===== config.mk =====
export PLATFORM = sky130hd
export DESIGN_NAME = ibex_obi_arbiter_flat
export DESIGN_NICKNAME = d
export VERILOG_FILES = /design/src/rtl/ibex_obi_arbiter_pkg.sv /design/src/rtl/ibex_obi_arbiter_if.sv /design/src/rtl/ibex_obi_arb_id_fifo.sv /design/src/rtl/ibex_obi_arbiter.sv /design/src/flat_wrapper.sv
export SDC_FILE = /design/constraint.sdc
export NUM_CORES = 1
export LEC_CHECK = 0
export CAP_MARGIN = 5
export CELL_PAD_IN_SITES_DETAIL_PLACEMENT = 1
export CELL_PAD_IN_SITES_GLOBAL_PLACEMENT = 1
export CORE_AREA = 2 2 112 114
export DETAILED_ROUTE_END_ITERATION = 8
export DIE_AREA = 0 0 114 116
export DONT_BUFFER_PORTS = 1
export PLACE_DENSITY = 0.44
export SLEW_MARGIN = 25
export SYNTH_ARGS = -nofsm -noshare
export SYNTH_HDL_FRONTEND = slang
export SYNTH_SLANG_ARGS = --single-unit

===== constraint.sdc =====
create_clock -name clk_i -period 1.75 [get_ports clk_i]
set_input_delay 0.35 -clock clk_i [delete_from_list [all_inputs] [get_ports clk_i]]
set_output_delay 0.35 -clock clk_i [all_outputs]
set_load 0.01 [all_outputs]

===== src/rtl/ibex_obi_arbiter_pkg.sv =====
// ibex_obi_arbiter_pkg: shared types and constants for the OBI arbiter
package ibex_obi_arbiter_pkg;
  typedef enum logic {ArbRoundRobin = 1'b0, ArbFixed = 1'b1} arb_mode_e;
  localparam int unsigned IntgWidth = 7;
endpackage


===== src/rtl/ibex_obi_arbiter_if.sv =====
// ibex_obi_arbiter_if: OBI req/gnt/rvalid bundle for NumPorts ports (integrity sideband with IBEX_OBI_ARB_INTG_EN)
interface ibex_obi_arbiter_if #(
  parameter int unsigned NumPorts  = 1,
  parameter int unsigned AddrWidth = 32,
  parameter int unsigned DataWidth = 32
);
  logic [NumPorts-1:0]             req;
  logic [NumPorts-1:0]             gnt;
  logic [NumPorts*AddrWidth-1:0]   addr;
  logic [NumPorts-1:0]             we;
  logic [NumPorts*DataWidth/8-1:0] be;
  logic [NumPorts*DataWidth-1:0]   wdata;
  logic [NumPorts-1:0]             rvalid;
  logic [DataWidth-1:0]            rdata;
  logic [NumPorts-1:0]             err;
`ifdef IBEX_OBI_ARB_INTG_EN
  logic [NumPorts*ibex_obi_arbiter_pkg::IntgWidth-1:0] wdata_intg;
  logic [ibex_obi_arbiter_pkg::IntgWidth-1:0]          rdata_intg;
  modport master (output req, addr, we, be, wdata, wdata_intg, input gnt, rvalid, rdata, err, rdata_intg);
  modport slave  (input req, addr, we, be, wdata, wdata_intg, output gnt, rvalid, rdata, err, rdata_intg);
`else
  modport master (output req, addr, we, be, wdata, input gnt, rvalid, rdata, err);
  modport slave  (input req, addr, we, be, wdata, output gnt, rvalid, rdata, err);
`endif
endinterface


===== src/rtl/ibex_obi_arb_id_fifo.sv =====
// ibex_obi_arb_id_fifo: in-order FIFO of granted host IDs awaiting their response
module ibex_obi_arb_id_fifo #(
  parameter int unsigned Width = 1,
  parameter int unsigned Depth = 2,
  localparam int unsigned CntWidth = $clog2(Depth + 1)
) (
  input  logic                clk_i,
  input  logic                rst_i,
  input  logic                push_i,
  input  logic                pop_i,
  input  logic [Width-1:0]    wdata_i,
  output logic                full_o,
  output logic                empty_o,
  output logic [CntWidth-1:0] count_o,
  output logic [Width-1:0]    head_o
);
  localparam int unsigned PtrWidth = Depth > 1 ? $clog2(Depth) : 1;
  logic [Width-1:0]    mem [Depth];
  logic [PtrWidth-1:0] wr_ptr, rd_ptr;
  logic                do_push, do_pop;
  assign full_o  = count_o == CntWidth'(Depth);
  assign empty_o = count_o == '0;
  assign do_push = push_i & ~full_o;
  assign do_pop  = pop_i & ~empty_o;
  assign head_o  = mem[rd_ptr];
  always_ff @(posedge clk_i) begin
    if (rst_i) begin
      wr_ptr  <= '0;
      rd_ptr  <= '0;
      count_o <= '0;
    end else begin
      if (do_push) begin
        mem[wr_ptr] <= wdata_i;
        wr_ptr      <= (32'(wr_ptr) == Depth - 1) ? '0 : wr_ptr + 1'b1;
      end
      if (do_pop) rd_ptr <= (32'(rd_ptr) == Depth - 1) ? '0 : rd_ptr + 1'b1;
      count_o <= count_o + CntWidth'(do_push) - CntWidth'(do_pop);
    end
  end
endmodule


===== src/rtl/ibex_obi_arbiter.sv =====
// ibex_obi_arbiter: N-host to 1-device OBI arbiter with lock, RR/fixed modes and in-order response routing (IBEX_OBI_ARB_INTG_EN adds integrity pass-through)
module ibex_obi_arbiter
  import ibex_obi_arbiter_pkg::*;
#(
  parameter int unsigned NumHosts       = 2,
  parameter int unsigned AddrWidth      = 32,
  parameter int unsigned DataWidth      = 32,
  parameter int unsigned MaxOutstanding = 2,
  parameter arb_mode_e   ArbMode        = ArbRoundRobin,
  localparam int unsigned CntWidth      = $clog2(MaxOutstanding + 1)
) (
  input  logic                clk_i,
  input  logic                rst_i,
  ibex_obi_arbiter_if.slave   host,
  ibex_obi_arbiter_if.master  dev,
  output logic [CntWidth-1:0] outstanding_o,
  output logic                idle_o,
  output logic                unexp_rsp_o
);
  localparam int unsigned IdWidth = $clog2(NumHosts);
  localparam int unsigned BeWidth = DataWidth / 8;
  logic [IdWidth-1:0]  rr_ptr, lock_id, cand, pick, sel, head;
  logic                lock_valid, full, empty, accept, pop;
  logic [NumHosts-1:0] rsp;
  always_comb begin
    cand = '0;
    pick = '0;
    for (int k = NumHosts - 1; k >= 0; k--) begin
      cand = IdWidth'((k + ((ArbMode == ArbFixed) ? 0 : int'(rr_ptr))) % NumHosts);
      if (host.req[cand]) pick = cand;
    end
  end
  assign sel         = lock_valid ? lock_id : pick;
  assign dev.req     = host.req[sel] & ~full;
  assign accept      = dev.req[0] & dev.gnt[0];
  assign host.gnt    = accept ? NumHosts'(1) << sel : '0;
  assign dev.addr    = host.addr[32'(sel)*AddrWidth +: AddrWidth];
  assign dev.we      = host.we[sel];
  assign dev.be      = host.be[32'(sel)*BeWidth +: BeWidth];
  assign dev.wdata   = host.wdata[32'(sel)*DataWidth +: DataWidth];
  assign pop         = dev.rvalid[0] & ~empty;
  assign rsp         = pop ? NumHosts'(1) << head : '0;
  assign host.rvalid = rsp;
  assign host.err    = dev.err[0] ? rsp : '0;
  assign host.rdata  = dev.rdata;
  assign idle_o      = ~|host.req & empty;
`ifdef IBEX_OBI_ARB_INTG_EN
  assign dev.wdata_intg  = host.wdata_intg[32'(sel)*IntgWidth +: IntgWidth];
  assign host.rdata_intg = dev.rdata_intg;
`endif
  ibex_obi_arb_id_fifo #(
    .Width(IdWidth),
    .Depth(MaxOutstanding)
  ) u_id_fifo (
    .clk_i  (clk_i),
    .rst_i  (rst_i),
    .push_i (accept),
    .pop_i  (pop),
    .wdata_i(sel),
    .full_o (full),
    .empty_o(empty),
    .count_o(outstanding_o),
    .head_o (head)
  );
  always_ff @(posedge clk_i) begin
    if (rst_i) begin
      rr_ptr      <= '0;
      lock_valid  <= 1'b0;
      lock_id     <= '0;
      unexp_rsp_o <= 1'b0;
    end else begin
      lock_valid <= dev.req[0] & ~dev.gnt[0];
      lock_id    <= sel;
      if (accept && ArbMode == ArbRoundRobin) rr_ptr <= (32'(sel) == NumHosts - 1) ? '0 : sel + 1'b1;
      if (dev.rvalid[0] && empty) unexp_rsp_o <= 1'b1;
    end
  end
endmodule


===== src/flat_wrapper.sv =====
// flat-port wrapper written by rule: the top's interface ports become plain ports
module ibex_obi_arbiter_flat import ibex_obi_arbiter_pkg::*;
#(
  parameter int unsigned NumHosts       = 2,
  parameter int unsigned AddrWidth      = 32,
  parameter int unsigned DataWidth      = 32,
  parameter int unsigned MaxOutstanding = 2,
  parameter arb_mode_e   ArbMode        = ArbRoundRobin,
  localparam int unsigned CntWidth      = $clog2(MaxOutstanding + 1)
)
  (clk_i, rst_i, outstanding_o, idle_o, unexp_rsp_o, host_req, host_addr, host_we, host_be, host_wdata, host_gnt, host_rvalid, host_rdata, host_err, dev_req, dev_addr, dev_we, dev_be, dev_wdata, dev_gnt, dev_rvalid, dev_rdata, dev_err);
  ibex_obi_arbiter_if #(.NumPorts(2), .AddrWidth(AddrWidth), .DataWidth(DataWidth)) host_i ();
  ibex_obi_arbiter_if #(.NumPorts(1), .AddrWidth(AddrWidth), .DataWidth(DataWidth)) dev_i ();
  input  logic clk_i;
  input  logic rst_i;
  output logic [CntWidth-1:0] outstanding_o;
  output logic idle_o;
  output logic unexp_rsp_o;
  input wire logic [$bits(host_i.req)-1:0] host_req;
  input wire logic [$bits(host_i.addr)-1:0] host_addr;
  input wire logic [$bits(host_i.we)-1:0] host_we;
  input wire logic [$bits(host_i.be)-1:0] host_be;
  input wire logic [$bits(host_i.wdata)-1:0] host_wdata;
  output wire logic [$bits(host_i.gnt)-1:0] host_gnt;
  output wire logic [$bits(host_i.rvalid)-1:0] host_rvalid;
  output wire logic [$bits(host_i.rdata)-1:0] host_rdata;
  output wire logic [$bits(host_i.err)-1:0] host_err;
  output wire logic [$bits(dev_i.req)-1:0] dev_req;
  output wire logic [$bits(dev_i.addr)-1:0] dev_addr;
  output wire logic [$bits(dev_i.we)-1:0] dev_we;
  output wire logic [$bits(dev_i.be)-1:0] dev_be;
  output wire logic [$bits(dev_i.wdata)-1:0] dev_wdata;
  input wire logic [$bits(dev_i.gnt)-1:0] dev_gnt;
  input wire logic [$bits(dev_i.rvalid)-1:0] dev_rvalid;
  input wire logic [$bits(dev_i.rdata)-1:0] dev_rdata;
  input wire logic [$bits(dev_i.err)-1:0] dev_err;
  assign host_i.req = host_req;
  assign host_i.addr = host_addr;
  assign host_i.we = host_we;
  assign host_i.be = host_be;
  assign host_i.wdata = host_wdata;
  assign host_gnt = host_i.gnt;
  assign host_rvalid = host_i.rvalid;
  assign host_rdata = host_i.rdata;
  assign host_err = host_i.err;
  assign dev_req = dev_i.req;
  assign dev_addr = dev_i.addr;
  assign dev_we = dev_i.we;
  assign dev_be = dev_i.be;
  assign dev_wdata = dev_i.wdata;
  assign dev_i.gnt = dev_gnt;
  assign dev_i.rvalid = dev_rvalid;
  assign dev_i.rdata = dev_rdata;
  assign dev_i.err = dev_err;
  ibex_obi_arbiter #(.NumHosts(NumHosts), .AddrWidth(AddrWidth), .DataWidth(DataWidth), .MaxOutstanding(MaxOutstanding), .ArbMode(ArbMode)) u_core (.clk_i(clk_i), .rst_i(rst_i), .host(host_i), .dev(dev_i), .outstanding_o(outstanding_o), .idle_o(idle_o), .unexp_rsp_o(unexp_rsp_o));
endmodule

==> impl_metrics.json, run 1 <==
{
  "root_buffer": "clkbuf_16",
  "critPathKind": "flop to primary output",
  "switching_share": 0.3592,
  "fin_nets": 338,
  "die_w_um": 114,
  "startpoint_type": "flop",
  "intPower_mw": 1.297,
  "vias": 1313,
  "yosys.cell_types.count": 29,
  "ir_worst_vdd_uv": 282.0,
  "clkSlewWorstSetupHoldPaths_ps": 40,
  "clock_latency_ps": 240,
  "cts_sinks": 11,
  "worst_ep_arrival_time_ps": 1620,
  "critPathSlowestCell": "mux2_4",
  "cts_tree": "done",
  "hold_path.startpoint": "rst_i",
  "crit_path_end_kind": "primary output",
  "timing.final.ws_setup_ps": -220.4,
  "cts_buffer_depth": 2,
  "power.density_nw_per_um2": 920.6,
  "setup_viol": 72,
  "synth.avg_cell_area_um2": 9.749,
  "htreeDepth": 1,
  "post-route-drc-count": 0,
  "ioPinCount": 289,
  "max_slew.worst_pin.slew_ps": 661.4,
  "grt_pass1_wl_um": 6858,
  "io_buffers": 0,
  "p_switching_mw": 0.7268,
  "grt_max_degree": 27,
  "r2r_start": "u_core.lock_valid",
  "timing.fmax_ghz": 0.5075,
  "p_seq_frac": 0.182,
  "start_util": 0.1375,
  "rsz0062_at_grt": "true",
  "dieArea_um2": 13220,
  "wl_um": 6763,
  "cap_violations": 0,
  "syn_inst": 168,
  "multiInputGateArea_um2": 1324,
  "grt-ovfl-total": 0,
  "slowest_delay_ps": 340,
  "status": "finished with violations",
  "die_h_um": 116,
  "cts_hold_buf": 0,
  "violations": "setup timing",
  "cp_max_fo": 7,
  "post-route-period-util": 1.126,
  "place_ws_ps": -89.17,
  "first_pass_iters": 4,
  "syn_area_um2": 1638,
  "fin_crit_ps": 1970,
  "fp.coreArea_um2": 11910,
  "dr.first_iter.drc_count": 26,
  "synthArstFlopShare": 0,
  "vias_per_cell": 4.291,
  "grt_pass1_vias": 1166,
  "r2r_cells": 10,
  "yosys_warnings": 0,
  "antenna_cells": 0,
  "fin_skew_ps": 2.058,
  "syn_nets": 346,
  "reg2reg_to": "u_core.u_id_fifo.count_o[1]",
  "timing.slew.headroom": 0.5550,
  "fp-row-count": 40,
  "grt_usage": 0.07167,
  "route.detailed.wl_per_inst_um": 22.10,
  "hold_depth": 1,
  "stdcell_area_um2": 2198,
  "cp_cell_sequence": "and2b_1 -> o21ai_4 -> buf_6 -> clkbuf_16 -> mux2_4",
  "layout-drive-gt1-share": 0.6981,
  "yosysSeqAreaShare": 0.1467,
  "cts_made_buffers": 3,
  "place_congestion": 0.7145,
  "synth_edf_count": 2,
  "power_frac_clock": 0.206,
  "ys.flop_type": "dfxtp_1",
  "dp_hpwl_um": 4993,
  "hp-class": "primary input to flop",
  "area.sequential_um2": 242.7,
  "whs_ps": 174.7,
  "antenna_found_initial": 0,
  "worstPathRequired_ps": 1400,
  "fillers": 1355,
  "ys_seq_elements": 11,
  "fin_tns_setup_ps": -13080,
  "synthToLayoutAreaGrowth_pct": 34.22,
  "post_dp_cell_area_um2": 1614,
  "ant_nets": 0,
  "min_to": "u_core.rr_ptr",
  "combPwrFrac": 0.613,
  "power.leakage_nw": 0.9292,
  "report.final.slew_viol_count": 0,
  "final_hold_viol_count": 0,
  "r2r_setup_slack_ps": -40
}
stage by stage:
step / instances / total power [mW] / util
2_1_floorplan: 168 / 1.121 / -
3_3_place_gp: 287 / 1.244 / 0.1355
3_5_place_dp: 287 / 1.248 / 0.1355
4_1_cts: 295 / 1.842 / 0.1618
5_1_grt: 306 / 2.147 / 0.1846
6_report: 306 / 2.024 / 0.1846
area by class of cell:
| type | instances | share of cell area |
|---|---|---|
| multi-input combinational | 115 | 0.6022 |
| timing repair buffer | 27 | 0.1645 |
| sequential | 11 | 0.1104 |
| tap | 147 | 0.08367 |
| clock buffer | 4 | 0.03586 |
| inverter | 2 | 0.003415 |
timing repair:
item / CTS / global route
pin swaps: 4 / 8
gates cloned: 1 / 7
resized for setup: 50 / 26
buffers inserted: 3 / 4
setup endpoints to repair: 72 / 72
worst max path at each step:
| stage | from | end | slack (ps) | cells after the start |
|---|---|---|---|---|
| 2_1_floorplan | host_req[0] | dev_addr[0] | 50 | 4 |
| 3_3_place_gp | u_core.lock_valid | u_core.u_id_fifo.count_o[1] | -120 | 10 |
| 3_5_place_dp | u_core.lock_valid | u_core.u_id_fifo.count_o[1] | -90 | 10 |
| 4_1_cts | u_core.rr_ptr | host_gnt[0] | -260 | 6 |
| 5_1_grt | u_core.rr_ptr | dev_wdata[11] | -280 | 5 |
| 6_report | u_core.rr_ptr | dev_addr[0] | -220 | 5 |
worst max-delay path, delay by kind of cell, from the launching register on:
family	cells	cell delay, ps
muxes	1	340
and+or+nand+nor	1	200
AOI/OAI and AO/OA	1	170
DFF	1	320
buffers and inverters	2	340
state kept, by name, indices dropped and copies added, names as in the netlist, named ones only:
name / flops
u_core.u_id_fifo.count_o: 2
u_core.u_id_fifo.mem: 2
u_core.lock_id: 1
u_core.lock_valid: 1
u_core.rr_ptr: 1
u_core.u_id_fifo.rd_ptr: 1
u_core.u_id_fifo.wr_ptr: 1
u_core.unexp_rsp_o: 1
Yosys cell counts, drive strengths merged, types with 2 or more instances:
master	n	share of area
nand2b	4	0.015
nor2b	3	0.011
and3	4	0.015
edfxtp	2	0.037
nand2	2	0.0046
or3	2	0.0076
buf	39	0.19
o21ai	5	0.022
dfxtp	9	0.11
nor3b	3	0.014
inv	2	0.0046
xor2	2	0.011
nor2	6	0.014
mux2	69	0.47
a21oi	5	0.015
power groups by stage:
stage,Sequential [mW],Clock (mW),Combinational [mW]
2_1_floorplan,0.377,0,0.744
3_3_place_gp,0.368,0,0.876
3_5_place_dp,0.369,0,0.879
4_1_cts,0.366,0.426,1.05
5_1_grt,0.377,0.445,1.32
6_report,0.367,0.416,1.24
cell families (layout without fill, tap and decap cells):
family / count (synthesis) / count (layout) / synth area share
multiplexers: 70 / 70 / 0.4805
XOR/XNOR: 3 / 3 / 0.01605
flip-flops: 11 / 11 / 0.1467
adder cells (fa/ha/maj): 1 / 1 / 0.007638
AND/OR/NAND/NOR: 29 / 29 / 0.1008
AO/OA/AOI/OAI: 12 / 12 / 0.04660
buffers and inverters: 42 / 33 / 0.2017
cells in the final DEF, fill, tap and decap left out, drive strengths merged, types with 2 or more instances in the layout:
cell type / instances
a21oi: 5
and3: 4
buf: 22
clkbuf: 9
dfxtp: 9
edfxtp: 2
inv: 2
mux2: 69
nand2: 2
nand2b: 4
nor2: 6
nor2b: 3
nor3b: 3
o21ai: 5
or3: 2
xor2: 2
routing by layer:
metal	global-route usage	up-vias	wire length, um
li1	-	547	-
met1	0.08304	600	2313
met2	0.1258	154	3456
met3	0.02406	12	871
met4	0.02114	0	121
met5	0	-	0
Note: power is estimated with default switching activity, not from simulation.
==> inputs of run 2 (changes only) <==
--- a/config.mk
+++ b/config.mk
@@ -9,6 +9,7 @@
 export CELL_PAD_IN_SITES_DETAIL_PLACEMENT = 1
 export CELL_PAD_IN_SITES_GLOBAL_PLACEMENT = 1
 export CORE_AREA = 2 2 112 114
+export CTS_BUF_LIST = sky130_fd_sc_hd__clkbuf_16
 export DETAILED_ROUTE_END_ITERATION = 8
 export DIE_AREA = 0 0 114 116
 export DONT_BUFFER_PORTS = 1
==> impl_metrics.json, run 2 (synthesis gave the netlist of run 1 again) <==
{
  "grt_max_degree": 27,
  "ioPinCount": 289,
  "setup_viol": 72,
  "root_buffer": "clkbuf_16",
  "final_cells": 306,
  "hp-class": "primary input to flop",
  "dp_cells": 287,
  "ant_nets": 0,
  "cp_max_fo": 7,
  "grt-ovfl-total": 0,
  "power.total_mw": 2.019,
  "timing.final.ws_setup_ps": -221.0,
  "critPathKind": "flop to primary output",
  "crit_path_end_kind": "primary output",
  "grt_pass1_vias": 1166,
  "io_buffers": 0,
  "rsz0062_at_grt": "true",
  "switching_share": 0.3604,
  "grt_usage": 0.07167,
  "die_h_um": 116,
  "layout-drive-gt1-share": 0.6981,
  "layout_commonest_cell": "mux2_4",
  "vias_per_cell": 4.284,
  "worst_ep_arrival_time_ps": 1620,
  "intPower_mw": 1.291,
  "report.final.slew_viol_count": 0,
  "dr.first_iter.drc_count": 26,
  "violations": "setup timing",
  "dieArea_um2": 13220,
  "fin_nets": 338,
  "cts_hold_buf": 0,
  "cap_violations": 0,
  "power.leakage_nw": 0.9334,
  "route.detailed.wl_per_inst_um": 22.10,
  "status": "finished with violations",
  "largest_registers": "u_core.u_id_fifo.count_o x2, u_core.u_id_fifo.mem x2",
  "cts_made_buffers": 3,
  "vias": 1311,
  "wl_um": 6762,
  "cts_buffer_depth": 2,
  "antenna_found_initial": 0,
  "place_congestion": 0.7145,
  "clock_latency_ps": 240,
  "timing.fmax_ghz": 0.5073,
  "final_hold_viol_count": 0,
  "dp_hpwl_um": 4993,
  "fin_tns_setup_ps": -13130,
  "fin_crit_ps": 1971,
  "power_frac_clock": 0.204,
  "htreeDepth": 1,
  "p_seq_frac": 0.182,
  "fillers": 1355,
  "max_slew.worst_pin.slew_ps": 661.2,
  "power.density_nw_per_um2": 918.2,
  "antenna_cells": 0,
  "fin_skew_ps": 1.582,
  "ir_worst_vdd_uv": 278.0,
  "cts_sinks": 11,
  "p_switching_mw": 0.7275,
  "start_util": 0.1375,
  "startpoint_type": "flop",
  "die_w_um": 114,
  "grt_pass1_wl_um": 6858,
  "fp.coreArea_um2": 11910,
  "first_pass_iters": 4,
  "fp-row-count": 40,
  "worstPathRequired_ps": 1400,
  "final_cell_mix": "mux2_4 (57), buf_4 (13), mux2_2 (12)",
  "timing.slew.headroom": 0.5551,
  "clkSlewWorstSetupHoldPaths_ps": 40,
  "cts_tree": "done",
  "combPwrFrac": 0.614,
  "synthToLayoutAreaGrowth_pct": 34.22,
  "post-route-drc-count": 0,
  "post-route-period-util": 1.126
}
## run 2: per-stage QoR
stage | hold slack (ps) | cell area (um^2) | utilization | worst slack (ps)
3_3_place_gp | 422.6 | 1614 | 0.1355 | -120.3
5_1_grt | 168.0 | 2198 | 0.1846 | -276.5
4_1_cts | 171.6 | 1927 | 0.1618 | -262.6
6_report | 174.4 | 2198 | 0.1846 | -221.0
2_1_floorplan | 426.1 | 1638 | - | 50.53
3_5_place_dp | 424.5 | 1614 | 0.1355 | -89.17
## run 2: final cells by class
type                            count  area (um^2)  share of cell area
Clock inverter                      1        3.754            0.001707
Tap cell                          147        183.9             0.08367
Multi-Input combinational cell    115         1324              0.6022
Inverter                            2        7.507            0.003415
Timing Repair Buffer               27        361.6              0.1645
Sequential cell                    11        242.7              0.1104
Clock buffer                        3        75.07             0.03415
## run 2: what timing repair did
action / 4_1_cts / 5_1_grt
cloned: 1 / 7
resized for setup: 50 / 26
hold endpoints to repair: 0 / 0
pin swaps: 4 / 8
buffers inserted: 3 / 4
endpoints found under the setup margin: 72 / 72
## run 2: worst paths after layout
kind	from	endpoint	slack [ps]	depth (start not counted)
worst max-delay path	u_core.rr_ptr	dev_addr[0]	-220	5
worst min-delay path	rst_i	u_core.rr_ptr	170	1
worst max register to register	u_core.lock_valid	u_core.u_id_fifo.count_o[1]	-40	10
worst min register to register	u_core.u_id_fifo.rd_ptr	flop	510	2
## run 2: power groups by stage
| stage | Clock, mW | Combinational, mW | Sequential (mW) |
|---|---|---|---|
| 2_1_floorplan | 0 | 0.744 | 0.377 |
| 3_3_place_gp | 0 | 0.876 | 0.368 |
| 3_5_place_dp | 0 | 0.879 | 0.369 |
| 4_1_cts | 0.421 | 1.05 | 0.366 |
| 5_1_grt | 0.440 | 1.32 | 0.377 |
| 6_report | 0.412 | 1.24 | 0.367 |
## run 2: per-layer routing
layer  part of all wire  up-vias  track usage
met5                  0        -            0
met4              0.018        0      0.02114
met3               0.13       12      0.02406
met2               0.51      154       0.1258
met1               0.34      598      0.08304
li1                   -      547            -
## run 2: critical path: stages (launching register included)
cell       delay [ps]
dfxtp_2           320
and2b_1           200
o21ai_4           170
buf_6             170
clkbuf_16         170
mux2_4            340
